--- src/rtl/fir_decim_mac_sequencer.sv ---
// Decimating FIR controller: circular sample window, shared MAC over all taps, valid/ready output.
// Define FIR_DECIM_SAT_EN to saturate the output instead of wrapping it.
module fir_decim_mac_sequencer #(
    parameter int DATA_WIDTH        = 16,
    parameter int COEFF_WIDTH       = 16,
    parameter int TAPS              = 17,
    parameter int DECIMATION_FACTOR = 4
) (
    input  logic                           clk,
    input  logic                           rst_n,
    input  logic                           clear,
    input  logic                           in_valid,
    output logic                           in_ready,
    input  logic signed [DATA_WIDTH-1:0]   in_data,
    output logic                           out_valid,
    input  logic                           out_ready,
    output logic signed [DATA_WIDTH-1:0]   out_data,
    input  logic                           coef_we,
    input  logic [$clog2(TAPS)-1:0]        coef_addr,
    input  logic signed [COEFF_WIDTH-1:0]  coef_data,
    output logic                           coef_err,
    output logic                           busy
);

    localparam int AW     = $clog2(TAPS);
    localparam int PW     = (DECIMATION_FACTOR > 1) ? $clog2(DECIMATION_FACTOR) : 1;
    localparam int PROD_W = DATA_WIDTH + COEFF_WIDTH;
    localparam int ACC_W  = PROD_W + AW;

    localparam logic [AW-1:0] LAST_TAP   = AW'(TAPS - 1);
    localparam logic [AW:0]   TAPS_X     = (AW + 1)'(TAPS);
    localparam logic [PW-1:0] LAST_PHASE = PW'(DECIMATION_FACTOR - 1);

    typedef enum logic [1:0] {S_IDLE, S_MAC, S_OUT} state_t;

    state_t                        state_q, state_d;
    logic signed [DATA_WIDTH-1:0]  window_q [TAPS];
    logic signed [DATA_WIDTH-1:0]  window_d [TAPS];
    logic signed [COEFF_WIDTH-1:0] coef_q   [TAPS];
    logic signed [COEFF_WIDTH-1:0] coef_d   [TAPS];
    logic [AW-1:0]                 wr_ptr_q, wr_ptr_d;
    logic [AW-1:0]                 base_q, base_d;
    logic [AW-1:0]                 k_q, k_d;
    logic [PW-1:0]                 phase_q, phase_d;
    logic signed [ACC_W-1:0]       acc_q, acc_d;
    logic                          out_valid_q, out_valid_d;
    logic signed [DATA_WIDTH-1:0]  out_data_q, out_data_d;
    logic                          coef_err_q, coef_err_d;

    logic [AW:0]                   tap_sum;
    logic [AW-1:0]                 tap_idx;
    logic signed [PROD_W-1:0]      prod;
    logic signed [ACC_W-1:0]       prod_ext;
    logic signed [ACC_W-1:0]       shifted;
    logic signed [DATA_WIDTH-1:0]  result;

    // Window index of tap k: (base - k) mod TAPS, kept non-negative by adding TAPS first.
    always_comb begin
        tap_sum  = {1'b0, base_q} + TAPS_X - {1'b0, k_q};
        tap_idx  = (tap_sum >= TAPS_X) ? AW'(tap_sum - TAPS_X) : AW'(tap_sum);
        prod     = window_q[tap_idx] * coef_q[k_q];
        prod_ext = $signed({{AW{prod[PROD_W-1]}}, prod});
        shifted  = acc_q >>> COEFF_WIDTH;
    end

`ifdef FIR_DECIM_SAT_EN
    localparam logic signed [ACC_W-1:0] RES_MAX =
        {{(ACC_W - DATA_WIDTH + 1){1'b0}}, {(DATA_WIDTH - 1){1'b1}}};
    localparam logic signed [ACC_W-1:0] RES_MIN =
        {{(ACC_W - DATA_WIDTH + 1){1'b1}}, {(DATA_WIDTH - 1){1'b0}}};

    always_comb begin
        if (shifted > RES_MAX) begin
            result = {1'b0, {(DATA_WIDTH - 1){1'b1}}};
        end else if (shifted < RES_MIN) begin
            result = {1'b1, {(DATA_WIDTH - 1){1'b0}}};
        end else begin
            result = DATA_WIDTH'(shifted);
        end
    end
`else
    always_comb begin
        result = DATA_WIDTH'(shifted);
    end
`endif

    always_comb begin
        state_d     = state_q;
        window_d    = window_q;
        coef_d      = coef_q;
        wr_ptr_d    = wr_ptr_q;
        base_d      = base_q;
        k_d         = k_q;
        phase_d     = phase_q;
        acc_d       = acc_q;
        out_valid_d = out_valid_q;
        out_data_d  = out_data_q;
        coef_err_d  = 1'b0;

        if (clear) begin
            window_d    = '{default: '0};
            wr_ptr_d    = '0;
            phase_d     = '0;
            acc_d       = '0;
            k_d         = '0;
            out_valid_d = 1'b0;
            state_d     = S_IDLE;
        end else begin
            if (coef_we) begin
                if (state_q == S_IDLE && {1'b0, coef_addr} < TAPS_X) begin
                    coef_d[coef_addr] = coef_data;
                end else begin
                    coef_err_d = 1'b1;
                end
            end

            unique case (state_q)
                S_IDLE: begin
                    if (in_valid) begin
                        window_d[wr_ptr_q] = in_data;
                        wr_ptr_d = (wr_ptr_q == LAST_TAP) ? '0 : wr_ptr_q + 1'b1;
                        if (phase_q == LAST_PHASE) begin
                            phase_d = '0;
                            base_d  = wr_ptr_q;
                            acc_d   = '0;
                            k_d     = '0;
                            state_d = S_MAC;
                        end else begin
                            phase_d = phase_q + 1'b1;
                        end
                    end
                end
                S_MAC: begin
                    acc_d = acc_q + prod_ext;
                    k_d   = k_q + 1'b1;
                    if (k_q == LAST_TAP) begin
                        state_d = S_OUT;
                    end
                end
                S_OUT: begin
                    // First OUT cycle registers the finished accumulator; handshake follows.
                    if (!out_valid_q) begin
                        out_valid_d = 1'b1;
                        out_data_d  = result;
                    end else if (out_ready) begin
                        out_valid_d = 1'b0;
                        state_d     = S_IDLE;
                    end
                end
                default: state_d = S_IDLE;
            endcase
        end
    end

    always_ff @(posedge clk or negedge rst_n) begin
        if (!rst_n) begin
            state_q     <= S_IDLE;
            window_q    <= '{default: '0};
            coef_q      <= '{default: '0};
            wr_ptr_q    <= '0;
            base_q      <= '0;
            k_q         <= '0;
            phase_q     <= '0;
            acc_q       <= '0;
            out_valid_q <= 1'b0;
            out_data_q  <= '0;
            coef_err_q  <= 1'b0;
        end else begin
            state_q     <= state_d;
            window_q    <= window_d;
            coef_q      <= coef_d;
            wr_ptr_q    <= wr_ptr_d;
            base_q      <= base_d;
            k_q         <= k_d;
            phase_q     <= phase_d;
            acc_q       <= acc_d;
            out_valid_q <= out_valid_d;
            out_data_q  <= out_data_d;
            coef_err_q  <= coef_err_d;
        end
    end

    assign in_ready  = (state_q == S_IDLE);
    assign busy      = (state_q != S_IDLE);
    assign out_valid = out_valid_q;
    assign out_data  = out_data_q;
    assign coef_err  = coef_err_q;

endmodule

--- config.mk ---
export PLATFORM = sky130hd
export DESIGN_NAME = fir_decim_mac_sequencer
export DESIGN_NICKNAME = d
export VERILOG_FILES = /design/src/rtl/fir_decim_mac_sequencer.sv
export SDC_FILE = /design/constraint.sdc
export NUM_CORES = 2
export LEC_CHECK = 0
export CORE_MARGIN = 2
export CORE_UTILIZATION = 50
export DETAILED_ROUTE_END_ITERATION = 8
export GPL_TIMING_DRIVEN = 0
export PLACE_DENSITY_LB_ADDON = 0.12
export SYNTH_ARGS = -nofsm -noshare
export SYNTH_HDL_FRONTEND = slang
export SYNTH_SLANG_ARGS = --single-unit
--- constraint.sdc ---
create_clock -name clk -period 18.37 [get_ports clk]
set_input_delay 1.837 -clock clk [delete_from_list [all_inputs] [get_ports clk]]
set_output_delay 1.837 -clock clk [all_outputs]
set_load 0.01 [all_outputs]
==> impl_metrics.yaml <==
drt:
  drt-total-wl_mm: 103
  drc: 0
  firstDrtPassIters: 5
  vias: 25800
  via_per_inst: 5.91
  wl_per_cell_um: 23.6
  ant_nets: 0
  drt-initial-drc-count: 1856
yosys:
  synthCells: 3157
  ys_async_sr_fraction: 1.00
  ys_types: 75
  seq_area_frac_synth: 0.398
  avgSynthCellArea_um2: 12.2
  synth_area_um2: 38500
  yosys_register_bits: 613
  synth_nets: 3609
  synth_warnings: 0
  synth_edf_count: 0
  synth_flop_cell: "dfrtp_1"
layout:
  stdcell_area_um2: 42900
  antenna_cells: 0
  fillCellCount: 6384
  drive_gt1_frac: 0.213
  finalNonFillerCells: 4372
  final_nets: 3746
  area_growth_pct: 11.3
cts:
  cts.sinks: 613
  postCtsSetupRepairBufs: 0
  cts_made_buffers: 69
  cts_buffer_depth: 3
  hold_buffers: 0
  cts_tree: "yes"
  cts_root_buffer: "clkbuf_16"
  insertion_delay_ns: 0.65
  htreeDepth: 3
  cts_resized: 0
  path_clk_slew_ns: 0.06
timing:
  slew_headroom: 0.0260
  timing.fmax_ghz: 0.0805
  hold_violations: 0
  finalSetupViolCount: 0
  tns_ns: 0
  rsz0062_at_grt: "false"
  min_period_over_period: 0.676
  final_critical_path_setup_slack_ns: 5.95
  finalCriticalPeriod_ns: 12.42
  whs_ns: 0.478
  slew_violations: 0
  fin_worst_skew_ns: 0.0491
  worst_pin_slew_ns: 1.45
die:
  core_um2: 76100
  die_y_um: 282
  die_area_um2: 79300
  fp.dieW_um: 282
  ios: 63
  start_util: 0.506
  rows: 101
worst_setup_path:
  crit_path_max_fanout: 10
  end_kind: "register"
  critPathRequiredTime_ns: 18.94
  crit_slowest_cell: "buf_1"
  worstSetupStartpointType: "register"
  crit_type: "reg -> reg"
  max_stage_delay_ns: 0.79
  arrival_ns: 12.98
placement:
  dp_hpwl_mm: 77.6
  dp_slack_ns: 6.12
  placed_cells: 4253
  place_congestion: 0.939
  post_dp_cell_area_um2: 40600
  io_buffers: 58
global_route:
  grt_start_max_net_pins: 129
  track_usage: 0.272
  grt_pass1_vias: 27400
  grt_pass1_wl_mm: 164
  overflow: 0
  grt_antenna_before_repair: 0
min_path:
  hold_class: "reg -> reg"
job:
  cap_violations: 0
power_and_ir_drop:
  powerDensity_nw_per_um2: 88.2
  ir_drop_v: 0.0000632
  power_leakage_nw: 20.4
run_status:
  status: "complete, no violations"
-- power by group --
part,internal [W],switching [W]
combinational,0.000367,0.000576
sequential,0.00141,0.0000307
clock,0.000806,0.000593
total,0.00258,0.00120
-- routing by layer --
layer	routed length (um)	GRT usage	up-vias	share of wire
li1	-	-	11100	-
met1	46800	0.396	13700	0.45
met2	47200	0.420	862	0.46
met3	6530	0.0513	175	0.063
met4	2620	0.0735	0	0.025
met5	0	0	-	0
-- cell usage after synthesis, drive strengths merged (17+ instances only) --
master	n	share of area
clkbuf	168	0.016
xnor2	29	0.0078
xor2	17	0.0039
nor2	189	0.019
fa	294	0.15
nand3	17	0.0022
mux4	144	0.084
ha	115	0.037
nand2	160	0.016
mux2	290	0.085
o21ai	82	0.011
a22oi	22	0.0043
dfrtp	613	0.40
a21oi	69	0.011
inv	358	0.035
or2	102	0.017
a311oi	17	0.0039
buf	45	0.0067
a22o	233	0.053
and2	23	0.0037
-- placed cells by master, fill, tap and decap left out, types with 18 or more instances in the layout --
cell type,instances
a21oi_1,52
a22o_1,233
a22oi_1,22
and2_1,23
buf_2,18
buf_4,18
clkbuf_1,184
clkbuf_16,71
clkdlybuf4s50_1,57
dfrtp_1,613
fa_1,294
ha_1,115
inv_1,357
mux2_2,290
mux4_2,144
nand2_1,159
nor2_1,187
o21ai_0,79
or2_2,92
xnor2_1,26
-- layout make-up --
type / count / area [um2] / share of cell area
Multi-Input combinational cell: 1973 / 21000 / 0.489
Sequential cell: 613 / 15300 / 0.358
Clock buffer: 99 / 1990 / 0.0465
Inverter: 358 / 1340 / 0.0313
Tap cell: 1030 / 1290 / 0.0301
Buffer: 213 / 893 / 0.0208
Timing Repair Buffer: 66 / 753 / 0.0176
Clock inverter: 20 / 290 / 0.00677
-- kinds of logic (layout without fill, tap and decap cells) --
| logic type | after synthesis | after routing | share of synthesized area |
|---|---|---|---|
| multiplexers | 437 | 437 | 0.170 |
| AO/OA/AOI/OAI | 507 | 507 | 0.101 |
| AND/OR/NAND/NOR | 574 | 574 | 0.0712 |
| adder cells (fa/ha/maj) | 409 | 409 | 0.190 |
| flip-flops | 613 | 613 | 0.398 |
| buffers and inverters | 571 | 756 | 0.0581 |
| XOR/XNOR | 46 | 46 | 0.0116 |
-- registers in the layout, indices dropped and copies added (netlist names) --
| signal | flops |
|---|---|
| coef_q | 272 |
| window_q | 272 |
| acc_q | 32 |
| out_data | 16 |
| base_q | 5 |
| k_q | 5 |
| wr_ptr_q | 5 |
| phase_q | 2 |
| state_q | 2 |
| coef_err | 1 |
| out_valid | 1 |
-- worst paths after layout --
path	cells after the start	from	slack, ns	to
worst max-delay path	41	k_q[0]$_DFFE_PN0P_	5.95	acc_q[31]$_DFFE_PN0P_
worst min-delay path	2	window_q[68]$_DFFE_PN0P_	0.48	window_q[68]$_DFFE_PN0P_
worst max register to register	41	k_q[0]$_DFFE_PN0P_	5.95	acc_q[31]$_DFFE_PN0P_
worst min register to register	2	window_q[68]$_DFFE_PN0P_	0.48	window_q[68]$_DFFE_PN0P_
max in group asynchronous	4	rst_n	15.43	window_q[46]$_DFFE_PN0P_
min in group asynchronous	1	rst_n	1.13	coef_q[65]$_DFFE_PN0P_
-- critical path, delay by kind of cell (launching register included) --
family / cells / cell delay (ns)
buffers and inverters: 14 / 3.40
and+or+nand+nor: 6 / 1.15
AOI/OAI and AO/OA: 11 / 2.88
muxes: 1 / 0.44
adders and majority gates: 9 / 4.07
DFF: 1 / 0.37
-- per-stage QoR --
step	util	total power, W
finish	0.564	0.00378
global placement	0.531	0.00238
CTS	0.564	0.00381
floorplan	-	0.00212
detailed placement	0.534	0.00241
global route	0.564	0.00398
(Power assumes the default switching activity.)
